<file path="src/rtl/mac_vec.sv">
// ============================================================================
// mac_vec : pipelined multi-lane signed multiply-accumulate (dot product)
// Optional macro MAC_SAT_EN: saturating accumulator instead of wrapping.
// Revision: 1.0 - initial release
// ============================================================================
`default_nettype none

module mac_vec #(
  parameter int A_W   = 8,
  parameter int B_W   = 8,
  parameter int LANES = 4,
  parameter int ACC_W = 26,
  parameter int LEN_W = 10
) (
  input  logic                   clk,
  input  logic                   rst_n,
  input  logic                   clr,
  input  logic                   in_vld,
  output logic                   in_rdy,
  input  logic [LANES*A_W-1:0]   a,
  input  logic [LANES*B_W-1:0]   b,
  input  logic                   last,
  output logic                   out_vld,
  input  logic                   out_rdy,
  output logic [ACC_W-1:0]       out_acc,
  output logic [LEN_W-1:0]       out_cnt,
  output logic                   out_ovf
);

  localparam int c_prod_w = A_W + B_W;
  localparam logic [ACC_W-1:0] c_acc_max = {1'b0, {(ACC_W-1){1'b1}}};
  localparam logic [ACC_W-1:0] c_acc_min = {1'b1, {(ACC_W-1){1'b0}}};
  localparam logic [LEN_W-1:0] c_cnt_max = {LEN_W{1'b1}};

  logic                      w_stall;
  logic                      w_accept;
  logic                      w_adv;
  logic                      w_write;
  logic signed [ACC_W-1:0]   w_sum;
  logic signed [c_prod_w-1:0] w_pa;
  logic signed [c_prod_w-1:0] w_pb;
  logic signed [ACC_W-1:0]   w_base;
  logic signed [ACC_W-1:0]   w_add;
  logic signed [ACC_W-1:0]   w_acc_nxt;
  logic                      w_o;
  logic [LEN_W-1:0]          w_cnt_nxt;
  logic                      w_ovf_nxt;

  logic                      r_s1_vld;
  logic                      r_s1_last;
  logic signed [ACC_W-1:0]   r_s1_sum;
  logic signed [ACC_W-1:0]   r_acc;
  logic [LEN_W-1:0]          r_cnt;
  logic                      r_ovf;
  logic                      r_fresh;
  logic                      r_out_vld;
  logic [ACC_W-1:0]          r_out_acc;
  logic [LEN_W-1:0]          r_out_cnt;
  logic                      r_out_ovf;

  assign w_stall  = r_out_vld & ~out_rdy;
  assign in_rdy   = ~w_stall;
  // A beat presented during clr is dropped even though in_rdy may be high.
  assign w_accept = in_vld & ~w_stall & ~clr;
  assign w_adv    = r_s1_vld & ~w_stall & ~clr;
  assign w_write  = w_adv & r_s1_last;

  // Lane products sign-extended to ACC_W and summed.
  always_comb begin
    w_sum = '0;
    w_pa  = '0;
    w_pb  = '0;
    for (int i = 0; i < LANES; i++) begin
      w_pa  = c_prod_w'($signed(a[i*A_W +: A_W]));
      w_pb  = c_prod_w'($signed(b[i*B_W +: B_W]));
      w_sum = w_sum + ACC_W'(w_pa * w_pb);
    end
  end

  always_comb begin
    w_base = r_fresh ? '0 : r_acc;
    w_add  = w_base + r_s1_sum;
    w_o    = (w_base[ACC_W-1] == r_s1_sum[ACC_W-1]) &&
             (w_add[ACC_W-1] != w_base[ACC_W-1]);
`ifdef MAC_SAT_EN
    if (w_o) w_acc_nxt = w_base[ACC_W-1] ? c_acc_min : c_acc_max;
    else     w_acc_nxt = w_add;
`else
    w_acc_nxt = w_add;
`endif
    if (r_fresh)                 w_cnt_nxt = LEN_W'(1);
    else if (r_cnt == c_cnt_max) w_cnt_nxt = r_cnt;
    else                         w_cnt_nxt = r_cnt + LEN_W'(1);
    w_ovf_nxt = (~r_fresh & r_ovf) | w_o;
  end

  always_ff @(posedge clk or negedge rst_n) begin
    if (!rst_n) begin
      r_s1_vld  <= 1'b0;
      r_s1_last <= 1'b0;
      r_s1_sum  <= '0;
    end else if (clr) begin
      r_s1_vld  <= 1'b0;
    end else if (!w_stall) begin
      r_s1_vld <= w_accept;
      if (w_accept) begin
        r_s1_last <= last;
        r_s1_sum  <= w_sum;
      end
    end
  end

  always_ff @(posedge clk or negedge rst_n) begin
    if (!rst_n) begin
      r_acc   <= '0;
      r_cnt   <= '0;
      r_ovf   <= 1'b0;
      r_fresh <= 1'b1;
    end else if (clr) begin
      r_acc   <= '0;
      r_cnt   <= '0;
      r_ovf   <= 1'b0;
      r_fresh <= 1'b1;
    end else if (w_adv) begin
      r_acc   <= w_acc_nxt;
      r_cnt   <= w_cnt_nxt;
      r_ovf   <= w_ovf_nxt;
      r_fresh <= r_s1_last;
    end
  end

  // A new result overrides a same-edge handshake so out_vld stays high.
  always_ff @(posedge clk or negedge rst_n) begin
    if (!rst_n) begin
      r_out_vld <= 1'b0;
      r_out_acc <= '0;
      r_out_cnt <= '0;
      r_out_ovf <= 1'b0;
    end else if (w_write) begin
      r_out_vld <= 1'b1;
      r_out_acc <= w_acc_nxt;
      r_out_cnt <= w_cnt_nxt;
      r_out_ovf <= w_ovf_nxt;
    end else if (out_rdy) begin
      r_out_vld <= 1'b0;
    end
  end

  assign out_vld = r_out_vld;
  assign out_acc = r_out_acc;
  assign out_cnt = r_out_cnt;
  assign out_ovf = r_out_ovf;

endmodule

`default_nettype wire

</file>
<file path="config.mk">
export PLATFORM = sky130hd
export DESIGN_NAME = mac_vec
export DESIGN_NICKNAME = d
export VERILOG_FILES = /design/src/rtl/mac_vec.sv
export SDC_FILE = /design/constraint.sdc
export NUM_CORES = 1
export LEC_CHECK = 0
export ABC_AREA = 1
export ABC_CLOCK_PERIOD_IN_PS = 2600
export CORE_UTILIZATION = 57
export DETAILED_ROUTE_END_ITERATION = 8
export PLACE_DENSITY_LB_ADDON = 0.25
export SLEW_MARGIN = 20
export SYNTH_ARGS = -nofsm -noshare
export SYNTH_HDL_FRONTEND = slang
export SYNTH_SLANG_ARGS = --single-unit
</file>
<file path="constraint.sdc">
create_clock -name clk -period 2.6 [get_ports clk]
set_input_delay 0.52 -clock clk [delete_from_list [all_inputs] [get_ports clk]]
set_output_delay 0.52 -clock clk [all_outputs]
set_load 0.02 [all_outputs]
</file>
# Word-level counts from Yosys, hierarchy flattened
# Index checks and enable logic that the tools add are counted.
# op_classes
n_mul,4
n_reduce_logical,4
muxes,15
eq_ne,4
n_bitwise,12
n_addsub,5
# op_table
op,n
26-bit 2-to-1 mux,3
8-bit by 8-bit multiplier with 16-bit output,4
10-bit 2-to-1 mux,4
26-bit adder,1
18-bit by 16-bit adder with 19-bit output,1
17-bit by 16-bit adder with 18-bit output,1
16-bit by 16-bit adder with 17-bit output,1
"10-bit by 1-bit adder with 10-bit output, second input constant",1
"10-bit equality test, second input constant",1
1-bit 2-to-1 mux,8
1-bit AND,7
1-bit NOT,4
2-bit nonzero test,2
3-bit AND reduction,1
"2-bit inequality test, second input constant",1
1-bit equality test,1
1-bit logical AND,1
1-bit inequality test,1
1-bit OR,1
# totals
output_inout_bits,39
inputBits,70
reg_bits,104

# Logic depth before layout (Yosys ltp)
# Gate-level depths: netlist of the first run.
# depth
ltp_word,7
depth_mapped,29
depth_no_buf,28

# Worst setup path after synthesis of the first run
# No wires, ideal clock.
# synth_timing
path_kind,input -> register
startpoint,input port b[24]
endpoint,register r_s1_sum[17]
path_stages,24
arrival_time_ns,6.276
setup_slack_ns,-3.794
path_cell_list,clkbuf_1 -> nand2_1 -> inv_1 -> fa_1 -> inv_1 -> fa_1 -> inv_1 -> fa_1 -> fa_1 -> fa_1 -> fa_1 -> fa_1 -> inv_1 -> fa_1 -> inv_1 -> ha_1 -> nand2_1 -> nor2_1 -> nand2_1 -> or2_2 -> nand2_1 -> nand2_1 -> nand3_1 -> nand2_1
# synth_between
elab_chain_cells,2
# synth_rtl
element,line,source
start: declaration,21,"input logic [LANES*B_W-1:0] b,"
8-bit by 8-bit multiplier with 16-bit output,76,w_sum = w_sum + ACC_W'(w_pa * w_pb);
18-bit by 16-bit adder with 19-bit output,76,
end signal: assignment,108,r_s1_sum <= w_sum;
end: declaration,51,logic signed [ACC_W-1:0] r_s1_sum;
# No other way between the ends.
# A chain may end at the register's enable or synchronous reset.

# Worst setup path after layout of the first run
# layout_timing
startpoint,input port b[17]
endpoint,register r_s1_sum[17]
# layout_between
elab_chain_cells,3
# layout_rtl
element,line
8-bit by 8-bit multiplier with 16-bit output,76
17-bit by 16-bit adder with 18-bit output,76
18-bit by 16-bit adder with 19-bit output,76
# No other way between the ends.

==> impl_metrics.env, run 1 <==
export IMPL_antenna_found_initial=0
export IMPL_period_share_pct=240.6
export IMPL_place_area_um2=20330
export IMPL_synth_fa_ha_area_share_pct=46.53
export IMPL_gr_total_overflow=0
export IMPL_numPortBuffers=108
export IMPL_drive_above_1_share_pct=26.66
export IMPL_die_x_um=176.9
export IMPL_rsz0062_at_grt="yes"
export IMPL_core_area_um2=29870
export IMPL_seq_area_frac_synth_pct=13.93
export IMPL_synth_area_leaders="fa_1 38%, dfrtp_1 14%, inv_1 13%"
export IMPL_cpMaxStageDelayCell="fa_1"
export IMPL_cts_buffer_depth=2
export IMPL_cts_root_buffer="clkbuf_16"
export IMPL_slew_violations=0
export IMPL_arrival_ns=6.50
export IMPL_critPathMaxFanout=4
export IMPL_place_gp_congestion=0.9203
export IMPL_ys_ff_latch=97
export IMPL_initial_core_util_pct=58.34
export IMPL_outcome="finished, violations left"
export IMPL_yosysTopAreaCell="fa_1"
export IMPL_routedWlPerCell_um=16.91
export IMPL_dieArea_um2=31280
export IMPL_grt_use_total_pct=32.69
export IMPL_critPathBufInv=9
export IMPL_synth_compound_area_share_pct=4.149
export IMPL_h_tree_depth=3
export IMPL_fillers=2121
export IMPL_grt_max_degree=67
export IMPL_num_antenna_cells=0
export IMPL_post_route_util_pct=74.05
export IMPL_synth_mux_area_fraction_pct=0
export IMPL_hold_viol=0
export IMPL_grt_pass1_vias=16110
export IMPL_synth_xor_area_share_pct=1.407
export IMPL_critPathLaunchType="primary input"
export IMPL_synth_cells=2192
export IMPL_cp_num_cells=27
export IMPL_place_ws_ns=-4.401
export IMPL_critical_path_required_ns=2.84
export IMPL_rows=63
export IMPL_fmaxAchievable_mhz=159.9
export IMPL_via_per_inst=5.176
export IMPL_setup_violations=17
export IMPL_max_cap_violations=0
export IMPL_dpl_hpwl_um=39360
export IMPL_synth_top_family_by_area="adder cells"
export IMPL_cpLargestDelayFamily="adder cells"
export IMPL_ant_nets=0
export IMPL_dr_total_vias=14720
export IMPL_violations="negative setup slack"
export IMPL_synth_area_um2=17430
export IMPL_dp_cells=2775
export IMPL_skew_ns=0.01084
export IMPL_cts_buffers_inserted=9
export IMPL_cts_tree="yes"
export IMPL_drt_initial_drc_count=978
export IMPL_seqCellArea_um2=2429
export IMPL_postSynth_asyncResetShare_pct=100.0
export IMPL_path_class="in2reg"
export IMPL_fp_dieH_um=176.9
export IMPL_syn_to_final_growth_pct=26.91
export IMPL_r2r_cells=14
export IMPL_setup_ws_ns=-3.655
export IMPL_wirelength_um=48070
export IMPL_synthDominantCellAreaShare_pct=37.56
export IMPL_synthFlopType="dfrtp_1"
export IMPL_cpPeakStageDelay_ns=0.54
export IMPL_insertion_delay_ns=0.35
export IMPL_yosysMostFrequentCell="inv_1"
export IMPL_fin_cells=2843
export IMPL_relSlewSlack_pct=58.59
export IMPL_final_area_um2=22120
export IMPL_synth_simple_area_share_pct=18.52
export IMPL_yosysWarnings=0
export IMPL_dr_pass1_iters=8
export IMPL_num_io_pins=109
export IMPL_drc_errors=0
export IMPL_final_net_count=2970
export IMPL_synthesis_nets=2714
export IMPL_netlist_top_cells_count="622 x inv_1, 524 x nand2_1, 327 x fa_1, 125 x ha_1, 96 x dfrtp_1"
export IMPL_end_kind="flop"
export IMPL_multi_input_area_um2=13660
export IMPL_hold_class="in2async"
export IMPL_syn_avg_cell_area_um2=7.952
export IMPL_finalCriticalPeriod_ns=6.255
export IMPL_clock_sinks=97
export IMPL_cts_clk_slew_worst_paths_ns=0.07
export IMPL_synth_edf_count=0
export IMPL_worst_slew_pin_slew_ns=0.6204
export IMPL_yosysUniqueCellTypes=38
export IMPL_grt_pass1_wl_um=79030
==> state kept, by name (all words and copies together), names as in the netlist <==
signal,cells
r_acc,26
r_cnt,10
out_ovf,1
r_s1_sum,19
r_s1_vld,1
out_cnt,10
out_vld,1
r_fresh,1
out_acc,26
r_s1_last,1
r_ovf,1
==> cell families after synthesis <==
logic type / count (synthesis)
AND/OR/NAND/NOR: 773
buffers and inverters: 710
XOR/XNOR: 28
flip-flops: 97
AO/OA/AOI/OAI: 132
adder cells (fa/ha/maj): 452
==> what timing repair did <==
action,4_1_cts,5_1_grt
setup endpoints to repair,20,46
gates resized for setup,545,117
pin swaps,214,142
hold buffers,0,0
buffers inserted,44,17
==> placed cells by master, fill, tap and decap left out, types with 12 or more instances in the layout <==
master	netlist	layout
a21oi_1	40	26
buf_2	9	34
buf_4	1	167
buf_6	2	73
clkdlybuf4s50_1	0	43
dfrtp_1	96	96
fa_1	327	285
fa_2	0	42
ha_1	125	80
ha_4	0	42
inv_1	622	526
inv_2	4	94
nand2_1	524	463
nand2_2	4	42
nand2_4	0	22
nand3_1	88	77
nand3_2	6	15
nand4_1	19	19
nor2_1	93	69
nor2_2	5	19
o21ai_0	52	39
o21ai_1	10	20
xnor2_1	20	12
==> worst reg2reg max path: cells and delay by family, from the launching register on <==
family	cells	cell delay [ns]
adder cells (fa/ha/maj)	1	0.35
flip-flops	1	0.63
buffers and inverters	3	0.45
AND/OR/NAND/NOR	10	0.94
==> stage by stage <==
step	TNS, ns	hold WS [ns]
5_1_grt	-55.20	0.1437
4_1_cts	-52.93	0.1269
6_report	-52.82	0.1075
2_1_floorplan	-51.12	0.2244
3_3_place_gp	-66.67	0.4612
3_5_place_dp	-68.14	0.4641
==> area by class of cell <==
cell class                 instances  share of cell area [%]
clock inverter                     5                  0.2828
clock buffer                      11                   1.097
tap                              390                   2.206
timing repair buffer             329                   12.96
inverter                         626                   10.72
multi-input combinational       1385                   61.75
sequential                        97                   10.98
==> final timing paths <==
kind	startpoint	to	slack, ns
worst min register to register	out_acc[18]	out_acc[18]	0.48
worst min-delay path	rst_n	r_s1_vld	0.11
worst max register to register	r_fresh	out_acc[23]	0.13
worst max-delay path	b[17]	r_s1_sum[17]	-3.66
max in group asynchronous	rst_n	r_fresh	1.76
min in group clk	out_acc[18]	out_acc[18]	0.48
==> layer usage <==
metal	wire (µm)	vias to the layer above	global-route usage (%)
met2	25240	453	59.62
met5	0	-	0
met3	2251	147	3.930
met4	2355	0	14.44
li1	-	6854	-
met1	18220	7262	38.49
Power of run 1 is left out: the tool's default activity adds up to more than one toggle a clock period on the data nets, which glitch-free logic cannot reach.
==> run 2, diff against run 1 <==
--- a/config.mk
+++ b/config.mk
@@ -6,8 +6,8 @@
 export NUM_CORES = 1
 export LEC_CHECK = 0
 export ABC_AREA = 1
-export ABC_CLOCK_PERIOD_IN_PS = 2600
-export CORE_UTILIZATION = 57
+export ABC_CLOCK_PERIOD_IN_PS = 7600
+export CORE_UTILIZATION = 68
 export DETAILED_ROUTE_END_ITERATION = 8
 export PLACE_DENSITY_LB_ADDON = 0.25
 export SLEW_MARGIN = 20
==> constraint.sdc (replaced) <==
create_clock -name clk -period 7.6 [get_ports clk]
set_input_delay 1.52 -clock clk [delete_from_list [all_inputs] [get_ports clk]]
set_output_delay 1.52 -clock clk [all_outputs]
set_load 0.02 [all_outputs]
==> impl_metrics.env, run 2 (same netlist as run 1, synthesis figures left out) <==
export IMPL_numPortBuffers=108
export IMPL_cts_buffers_inserted=9
export IMPL_final_cell_mix="605 x inv_1, 512 x nand2_1, 308 x fa_1"
export IMPL_hold_class="reg2reg"
export IMPL_clock_sinks=97
export IMPL_holdWs_ns=0.4818
export IMPL_h_tree_depth=3
export IMPL_drt_initial_drc_count=1105
export IMPL_gr_total_overflow=0
export IMPL_grt_use_total_pct=36.85
export IMPL_whs_path_depth=2
export IMPL_num_antenna_cells=0
export IMPL_cpMaxStageDelayCell="fa_2"
export IMPL_final_common_cell="inv_1"
export IMPL_seqCellArea_um2=2429
export IMPL_r2r_start="r_fresh"
export IMPL_cpMostUsedCell="fa_1"
export IMPL_dpl_hpwl_um=39670
export IMPL_initial_core_util_pct=69.22
export IMPL_grt_pass1_vias=16130
export IMPL_grt_max_degree=53
export IMPL_drc_errors=0
export IMPL_cts_root_buffer="clkbuf_16"
export IMPL_r2r_cells=11
export IMPL_max_cap_violations=0
export IMPL_slew_violations=0
export IMPL_arrival_ns=7.79
export IMPL_cts_clk_slew_worst_paths_ns=0.07
export IMPL_hold_end="out_acc[21]"
export IMPL_period_share_pct=99.39
export IMPL_fillers=1515
export IMPL_drive_above_1_share_pct=13.49
export IMPL_final_net_count=2918
export IMPL_path_class="in2reg"
export IMPL_grt_pass1_wl_um=74680
export IMPL_ant_nets=0
export IMPL_holdCritStartpoint="out_acc[21]"
export IMPL_cpLargestDelayFamily="adder cells"
export IMPL_routedWlPerCell_um=18.10
export IMPL_r2r_slack_ns=4.35
export IMPL_skew_ns=0.01454
export IMPL_wirelength_um=49440
export IMPL_end_kind="flop"
export IMPL_r2r_end="r_acc[10]"
export IMPL_hold_buffers=0
export IMPL_cts_tree="yes"
export IMPL_core_area_um2=25180
export IMPL_dr_total_vias=15040
export IMPL_fmaxAchievable_mhz=132.4
export IMPL_outcome="finished clean"
export IMPL_dr_pass1_iters=6
export IMPL_antenna_found_initial=0
export IMPL_die_x_um=162.1
export IMPL_num_io_pins=109
export IMPL_dieArea_um2=26280
export IMPL_syn_to_final_growth_pct=18.73
export IMPL_fp_dieH_um=162.1
export IMPL_critPathLaunchType="primary input"
export IMPL_critical_path_required_ns=7.84
export IMPL_multi_input_area_um2=12730
export IMPL_relSlewSlack_pct=41.81
export IMPL_place_gp_congestion=0.9857
export IMPL_hold_viol=0
export IMPL_via_per_inst=5.506
export IMPL_worst_slew_pin_slew_ns=0.8704
export IMPL_critPathBufInv=5
export IMPL_insertion_delay_ns=0.36
export IMPL_finalCriticalPeriod_ns=7.554
export IMPL_cpPeakStageDelay_ns=0.65
export IMPL_cts_buffer_depth=2
export IMPL_critPathMaxFanout=8
export IMPL_critical_path_cell_chain="clkdlybuf4s50_1 -> buf_4 -> nand2_1 -> fa_1 -> fa_1 -> inv_1 -> fa_1 -> fa_2 -> fa_2 -> fa_1 -> inv_1 -> fa_1 -> fa_1 -> inv_1 -> ha_4 -> nand2_4 -> o21ai_4 -> a21oi_2 -> or2_2 -> nand2_1 -> nand2_1 -> nand3_1 -> nand2_1"
export IMPL_rows=58
export IMPL_setup_violations=0
[run 2: cell types whose count changed in the layout (fill, tap and decap cells not counted), moves of 32 or more]
| cell | delta |
|---|---|
| buf_2 | -34 |
| buf_6 | -65 |
| dlymetal6s2s_1 | +41 |
| ha_1 | +32 |
| inv_1 | +79 |
| inv_2 | -73 |
| nand2_1 | +49 |
[run 2: worst max-delay path by stage]
stage	startpoint	end	slack, ns	depth (start not counted)
5_1_grt	a[20]	r_s1_sum[11]	-0.12	19
6_report	a[20]	r_s1_sum[17]	0.05	23
3_3_place_gp	a[23]	r_s1_sum[24]	-0.40	25
4_1_cts	a[28]	r_s1_sum[16]	0.0005	26
2_1_floorplan	b[24]	r_s1_sum[17]	0.21	24
3_5_place_dp	a[31]	r_s1_sum[16]	-0.61	25
[run 2: layout make-up]
class	count	share of cell area, %
Tap cell	330	1.995
Timing Repair Buffer	277	11.98
Inverter	626	11.35
Clock inverter	7	0.3507
Clock buffer	9	1.088
Sequential cell	97	11.74
Multi-Input combinational cell	1385	61.49
[run 2: repair_timing]
item                                    CTS  global route
setup buffers                             0            15
pin swaps                                 6            98
resized for setup                        23           155
endpoints found under the setup margin   11            13
[run 2: worst min-delay path: cells and delay by family, from the launching register on]
family	cells	cell delay [ns]
AND/OR/NAND/NOR	2	0.10
flip-flops	1	0.35
[run 2: stage by stage]
stage,TNS [ns],setup WS (ns),util [%],area (µm²),instances
2_1_floorplan,0,0.2064,-,17430,2192
3_3_place_gp,-3.218,-0.3973,78.42,19750,2700
3_5_place_dp,-5.646,-0.6076,78.42,19750,2700
4_1_cts,0,0.0005320,79.85,20110,2716
5_1_grt,-0.7499,-0.1204,82.18,20690,2731
6_report,0,0.04605,82.18,20690,2731
[run 2: layer usage]
| metal | GRT usage [%] | vias to the layer above | routed length (µm) |
|---|---|---|---|
| met3 | 3.907 | 278 | 2562 |
| met5 | 0 | - | 0 |
| met2 | 66.84 | 686 | 25840 |
| met4 | 28.26 | 0 | 4066 |
| met1 | 39.42 | 7325 | 16970 |
| li1 | - | 6748 | - |
Power of run 2 is left out for the same reason.
